File: config.mk
export PLATFORM = sky130hd
export DESIGN_NAME = serial_subtractor
export DESIGN_NICKNAME = d
export VERILOG_FILES = /design/src/rtl/serial_subtractor.sv
export SDC_FILE = /design/constraint.sdc
export NUM_CORES = 1
export LEC_CHECK = 0
export BUFFER_PORTS_ARGS = -buffer_cell sky130_fd_sc_hd__clkbuf_2
export CAP_MARGIN = 20
export CORE_MARGIN = 3
export CORE_UTILIZATION = 43
export CTS_CLUSTER_SIZE = 8
export DETAILED_ROUTE_END_ITERATION = 16
export GPL_TIMING_DRIVEN = 0
export PLACE_DENSITY = 0.71
export SLEW_MARGIN = 5
export SYNTH_ARGS = -nofsm -noshare
export SYNTH_HDL_FRONTEND = slang
export SYNTH_SLANG_ARGS = --single-unit
File: constraint.sdc
create_clock -name clk -period 1.5 [get_ports clk]
set_clock_uncertainty 0.05 [all_clocks]
set_input_delay 0.15 -clock clk [delete_from_list [all_inputs] [get_ports clk]]
set_output_delay 0.15 -clock clk [all_outputs]
set_load 0.02 [all_outputs]
File: src/rtl/serial_subtractor.sv
// ---------------------------------------------------------------------------
// serial_subtractor
//
// Bit-serial unsigned subtractor: computes a - b - bin one bit per clock,
// least significant bit first. It is the companion of the ripple-carry
// adder and packs its result the same way: the WIDTH-bit difference in
// the low bits and the borrow-out as the MSB.
//
// One subtraction costs WIDTH+1 cycles with start held high: WIDTH cycles
// in RUN plus one cycle in DONE, where the next request is accepted.
//
// Ports:
//   clk    rising-edge clock for all state
//   rst    synchronous, active-high reset; overrides start
//   start  request, sampled only in IDLE or DONE
//   a      minuend, captured on the accepting edge
//   b      subtrahend, captured on the accepting edge
//   bin    borrow-in, captured on the accepting edge
//   busy   high while bits are being processed (RUN)
//   done   high while a finished result is held (DONE)
//   diff   {borrow-out, (a - b - bin) mod 2^WIDTH}
//
// Parameter:
//   WIDTH  operand width in bits, at least 1
// ---------------------------------------------------------------------------
module serial_subtractor #(
    parameter int WIDTH = 4
) (
    input  logic             clk,
    input  logic             rst,
    input  logic             start,
    input  logic [WIDTH-1:0] a,
    input  logic [WIDTH-1:0] b,
    input  logic             bin,
    output logic             busy,
    output logic             done,
    output logic [WIDTH:0]   diff
);

    // The bit counter only has to reach WIDTH-1. A one-bit subtractor
    // still gets a one-bit counter so that no zero-width vector exists.
    localparam int            CW   = (WIDTH > 1) ? $clog2(WIDTH) : 1;
    localparam logic [CW-1:0] LAST = CW'(WIDTH - 1);

    typedef enum logic [1:0] {
        IDLE = 2'd0,
        RUN  = 2'd1,
        DONE = 2'd2
    } state_t;

    state_t           state;
    state_t           state_next;

    // Operands are kept in shift registers so the bit under work is always
    // bit 0; this avoids a WIDTH-to-1 multiplexer indexed by the counter.
    logic [WIDTH-1:0] a_sh;
    logic [WIDTH-1:0] b_sh;
    logic             br;
    logic [CW-1:0]    cnt;

    // Difference bits collect here MSB-first, so after WIDTH shifts the
    // first computed bit has arrived in bit 0.
    logic [WIDTH-1:0] partial;
    logic [WIDTH-1:0] partial_shift;

    logic             accept;
    logic             last_bit;
    logic             d_bit;
    logic             br_next;

    // -----------------------------------------------------------------------
    // One full-subtractor cell working on the current operand LSBs and the
    // running borrow. A borrow is produced when a_k < b_k, or when the two
    // bits are equal and a borrow is already pending.
    // -----------------------------------------------------------------------
    always_comb begin
        d_bit   = a_sh[0] ^ b_sh[0] ^ br;
        br_next = (~a_sh[0] & b_sh[0]) | (~(a_sh[0] ^ b_sh[0]) & br);
    end

    // -----------------------------------------------------------------------
    // Next contents of the partial register. For a single-bit subtractor
    // there is nothing to shift: the new bit is the whole difference.
    // -----------------------------------------------------------------------
    generate
        if (WIDTH == 1) begin : g_single_bit
            assign partial_shift = d_bit;
        end else begin : g_multi_bit
            assign partial_shift = {d_bit, partial[WIDTH-1:1]};
        end
    endgenerate

    // -----------------------------------------------------------------------
    // Next-state logic. A request is honoured only from IDLE or DONE; in
    // RUN the start input is deliberately ignored so that an operation in
    // flight can never be disturbed.
    // -----------------------------------------------------------------------
    always_comb begin
        state_next = state;
        accept     = 1'b0;
        last_bit   = (cnt == LAST);
        case (state)
            IDLE: begin
                if (start) begin
                    accept     = 1'b1;
                    state_next = RUN;
                end
            end
            RUN: begin
                if (last_bit) begin
                    state_next = DONE;
                end
            end
            DONE: begin
                if (start) begin
                    accept     = 1'b1;
                    state_next = RUN;
                end
            end
            default: begin
                state_next = IDLE;
            end
        endcase
    end

    // -----------------------------------------------------------------------
    // State register.
    // -----------------------------------------------------------------------
    always_ff @(posedge clk) begin
        if (rst) begin
            state <= IDLE;
        end else begin
            state <= state_next;
        end
    end

    // -----------------------------------------------------------------------
    // busy and done are flops loaded from the next state, so they change in
    // the same cycle as the state itself and have no path from the inputs.
    // They can never both be high because they decode distinct states.
    // -----------------------------------------------------------------------
    always_ff @(posedge clk) begin
        if (rst) begin
            busy <= 1'b0;
            done <= 1'b0;
        end else begin
            busy <= (state_next == RUN);
            done <= (state_next == DONE);
        end
    end

    // -----------------------------------------------------------------------
    // Datapath. Operands and borrow-in are captured on the accepting edge.
    // Each RUN edge consumes one bit: the operands shift right, the borrow
    // advances, and the new difference bit enters the partial register.
    // The counter wraps to zero on the last bit so it is already clear for
    // a back-to-back request; with WIDTH = 1 it therefore never leaves 0.
    //
    // diff is written only on the final RUN edge, with the last bit and the
    // borrow-out merged in directly, so the port never shows a partial
    // result; it keeps its value across IDLE, DONE and later RUN phases.
    // -----------------------------------------------------------------------
    always_ff @(posedge clk) begin
        if (rst) begin
            a_sh    <= '0;
            b_sh    <= '0;
            br      <= 1'b0;
            cnt     <= '0;
            partial <= '0;
            diff    <= '0;
        end else if (accept) begin
            a_sh    <= a;
            b_sh    <= b;
            br      <= bin;
            cnt     <= '0;
            partial <= '0;
        end else if (state == RUN) begin
            a_sh    <= a_sh >> 1;
            b_sh    <= b_sh >> 1;
            br      <= br_next;
            partial <= partial_shift;
            if (last_bit) begin
                cnt  <= '0;
                diff <= {br_next, partial_shift};
            end else begin
                cnt  <= cnt + CW'(1);
            end
        end
    end

endmodule

After elaboration in Yosys (flattened, before gate mapping)
Cells that the tools add are included.
{"block": "totals", "ff_bits": 24, "input_bits": 12, "out_inout_bits": 7}
{"block": "op_classes", "n_addsub": 1, "eq_ne": 5, "muxes": 12, "bitwise": 8, "n_reduce_logical": 5}
{"cell": "4-bit two-way mux", "count": 4}
{"cell": "2-bit equality test, second input constant", "count": 3}
{"cell": "2-bit two-way mux", "count": 3}
{"cell": "2-bit by 1-bit equality test with 1-bit output, second input constant", "count": 2}
{"cell": "1-bit two-way mux", "count": 4}
{"cell": "2-bit one-hot mux with 2 select lines", "count": 1}
{"cell": "2-bit OR reduction", "count": 2}
{"cell": "1-bit NOT", "count": 3}
{"cell": "3-bit AND reduction", "count": 1}
{"cell": "2-bit by 1-bit adder with 2-bit output, second input constant", "count": 1}
{"cell": "1-bit bitwise AND", "count": 2}
{"cell": "2-bit logical NOT", "count": 1}
{"cell": "2-bit nonzero test", "count": 1}
{"cell": "1-bit XOR", "count": 2}
{"cell": "1-bit OR", "count": 1}

Logic depth before layout (Yosys ltp)
{"block": "logic_depth", "depth_word": 6, "ltp_mapped": 5, "depth_no_buf": 4}

Worst setup path after synthesis
OpenSTA, ideal clock, no wires.
{"block": "synth_timing", "path_kind": "reg-to-reg", "start": "register cnt[0]", "end": "register cnt[0]", "t_arrival_ns": 1.135, "required_time_ns": 1.384, "path_slack_ns": 0.248, "path_stages_with_launch": 5, "path_buffers": 1, "synth_period_minus_slack_ns": 1.252, "path_cell_list": "dfxtp_1 ha_1 clkbuf_1 or3_1 a21oi_2"}
{"block": "synth_via", "elab_chain_cells": 2}
{"element": "start, declared", "line": "59", "source": "logic [CW-1:0] cnt;"}
{"element": "start signal, assigned", "line": "186", "source": "cnt <= cnt + CW'(1);"}
{"element": "2-bit by 1-bit adder with 2-bit output / 2-bit equality test (equally long branches)", "line": "186, 101"}
{"element": "2-bit two-way mux (*)", "line": "182", "source": "if (last_bit) begin"}
Every way passes the cells marked *; elsewhere a longest branch is shown, timed or not.
A chain may end at the register's enable or synchronous reset.

Worst setup path after layout
{"block": "layout_timing", "start": "register cnt[0]", "end": "register diff[0]"}
{"block": "layout_via", "elab_chain_cells": 2}
{"element": "2-bit equality test", "line": "101", "source": "last_bit = (cnt == LAST);"}
{"element": "3-bit AND reduction (no line)"}
{"element": "end signal, assigned", "line": "184", "source": "diff <= {br_next, partial_shift};"}
{"element": "end, declared", "line": "37", "source": "output logic [WIDTH:0] diff"}
Every way passes these cells.

==> flow_metrics.env <==
export IMPL_fp_row_count=16
export IMPL_fmax_mhz=789.4
export IMPL_crit_fanout=9
export IMPL_reg2reg_from="cnt[0]"
export IMPL_numCtsBuffers=3
export IMPL_final_fill_count=206
export IMPL_peakVddDrop_uv=682.1
export IMPL_ys_warnings_count=0
export IMPL_overflow=0
export IMPL_synth_xor_area_share_pct=0
export IMPL_slew_headroom_pct=71.77
export IMPL_synth_top_area_cell="dfxtp_1"
export IMPL_finalWeightedCongestion=0.7543
export IMPL_postCtsSetupBuffers=0
export IMPL_grt_max_degree=14
export IMPL_period_share_pct=84.45
export IMPL_first_pass_iters=4
export IMPL_dieArea_um2=2749
export IMPL_die_x_um=52.44
export IMPL_finalCriticalPeriod_ps=1267
export IMPL_grt_first_pass_wirelength_um=3256
export IMPL_syn_area_per_cell_um2=8.915
export IMPL_first_global_vias=776
export IMPL_startpoint_type="flip-flop"
export IMPL_drt_iter0_drc=14
export IMPL_arrival_ps=1420
export IMPL_crit_type="reg -> reg"
export IMPL_wl_per_cell_um=11.76
export IMPL_dp_hpwl_um=1335
export IMPL_clk_pin_slew_ps=120
export IMPL_clk_latency_ps=310
export IMPL_drc=0
export IMPL_io_buffers=17
export IMPL_initial_core_util_pct=46.31
export IMPL_netlist_area_leader_share_pct=49.66
export IMPL_synth_yosys_seq_area_share_pct=49.66
export IMPL_wirelength_um=1788
export IMPL_core_area_um2=2002
export IMPL_synth_area_leaders="dfxtp_1 50%, nand2_1 7.7%, a21oi_1 7.6%"
export IMPL_synthCells=104
export IMPL_synth_fp_nets=118
export IMPL_final_layout_size_suffix_gt1_share_pct=24.00
export IMPL_startpoint="cnt[0]"
export IMPL_gr_usage_all_layers_pct=16.32
export IMPL_hold_start="b[2]"
export IMPL_area_delta_synth_final_pct=16.73
export IMPL_seqCellArea_um2=460.4
export IMPL_finalHoldViolCount=0
export IMPL_clock_sinks=23
export IMPL_cts_root_buf="clkbuf_4"
export IMPL_multi_input_area_um2=400.4
export IMPL_die_height_um=52.44
export IMPL_antenna_left=0
export IMPL_synth_seq_cells=23
export IMPL_finalMaxSlewViolations=0
export IMPL_status="completed"
export IMPL_htreeDepth=1
export IMPL_tns_ps=0
export IMPL_worstPathRequired_ps=1650
export IMPL_synthSimpleGateAreaFrac_pct=21.46
export IMPL_total_power_mw=1.100
export IMPL_layout_nets=140
export IMPL_vias=780
export IMPL_ys_types=25
export IMPL_muxShareOfSynthArea_pct=1.080
export IMPL_synth_top_family_by_area="simple AND/OR/NAND/NOR gates"
export IMPL_synth_fa_ha_area_share_pct=3.509
export IMPL_worst_pin_slew_ps=423.4
export IMPL_antenna_cells=0
export IMPL_synth_compound_area_share_pct=16.87
export IMPL_worst_setup_path_end_kind="flip-flop"
export IMPL_ios=19
export IMPL_antenna_found_initial=0
export IMPL_routed_via_density=5.132
export IMPL_cts_tree="done"
export IMPL_leakagePower_nw=0.4207
export IMPL_rsz0062_at_grt="false"
export IMPL_netlist_area_um2=927.1
export IMPL_setup_viol=0
export IMPL_clock_path_buffers=2
export IMPL_hold_path_class="in -> reg"
export IMPL_drv_cap=0
export IMPL_pwr_density_cell_nw_per_um2=1017
sequential cells by signal, summed over array words and instances (netlist names):
signal and flops:
b_sh 4, cnt 2, state 2, done 1, partial 3, a_sh 4, busy 1, br 1
diff 5
worst max-delay path, cell delays in order, from the launching register on:
cell and delay [ps]:
dfxtp_1 380, ha_2 290, nand3b_1 230, nand2_1 140, a21oi_1 70
report_power, final:
group	switching [mW]	internal, mW	total [mW]
registers	0.0160	0.640	0.656
logic	0.0868	0.0762	0.163
clock network	0.181	0.0998	0.281
total	0.284	0.816	1.10
per-stage QoR:
| step | utilization (%) | hold WS [ps] | worst slack [ps] | cell area [um2] | cells |
|---|---|---|---|---|---|
| finish | 54.06 | 49.46 | 233.2 | 1082 | 152 |
| global route | 54.06 | 51.76 | 92.01 | 1082 | 152 |
| CTS | 54.13 | 37.92 | 24.18 | 1084 | 153 |
| detailed placement | 52.25 | 342.5 | 41.14 | 1046 | 148 |
| global placement | 52.25 | 327.6 | 90.69 | 1046 | 148 |
| floorplan | - | 236.0 | 248.1 | 927.1 | 104 |
area by class of cell:
type                    count  share of cell area, %
plain buffers               7                  5.318
clock buffers               3                  2.081
clock inverters             1                 0.4624
inverters                   2                 0.6936
multi-input cells          71                  36.99
flip-flops and latches     23                  42.54
well taps                  27                  3.121
repair buffers             18                  8.786
what timing repair did:
item                                    in CTS  in global routing
endpoints found under the setup margin       0                  6
resized for setup                            0                  1
hold buffers                                 1                  0
endpoints found under the hold margin        1                  0
final timing paths:
kind | endpoint | slack (ps) | cells past startpoint
max | diff[0] | 230 | 4
max reg2reg | diff[0] | 230 | 4
min reg2reg | diff[3] | 420 | 2
min | b_sh[2] | 50 | 3
cells in the mapped netlist:
cell and n:
buf_4 2, a21oi_1 14, a22oi_1 1, nor2_1 5, a21oi_2 1, mux2i_1 1, ha_1 1, nand2_1 19
fa_1 1, inv_1 2, a311oi_1 4, nand3b_1 1, nand2b_1 3, a2bb2oi_1 1, buf_6 3, buf_2 1
dfxtp_1 23, nand3_1 7, o21a_1 1, or3_1 1, o22ai_1 3, clkbuf_1 2, and2b_4 1, nor2b_1 1
nor3_1 5
cell families (layout without fill, tap and decap cells):
logic type      Yosys count  after routing
simple gates             43             43
compound gates           25             25
flops                    23             23
buf+inv                  10             31
fa+ha+maj                 2              2
mux                       1              1
routing by layer:
| layer | GRT usage (%) | part of all wire, % | vias to the layer above |
|---|---|---|---|
| li1 | - | - | 401 |
| met1 | 18.87 | 46 | 360 |
| met2 | 26.45 | 47 | 14 |
| met3 | 3.419 | 3.5 | 5 |
| met4 | 11.49 | 3.1 | 0 |
| met5 | 0 | 0 | - |
cell usage in the layout, fill, tap and decap left out, types with 2 or more instances in the layout:
cell type and instances:
nand2b_1 3, nor3_1 5, dfxtp_1 23, buf_6 3
nand2_1 19, a21oi_1 14, clkbuf_2 17, nor2_1 5
a311oi_1 4, nand3_1 7, inv_1 2, buf_4 2
clkbuf_4 3, o22ai_1 3
No activity file was read; power rests on OpenSTA's default activity.
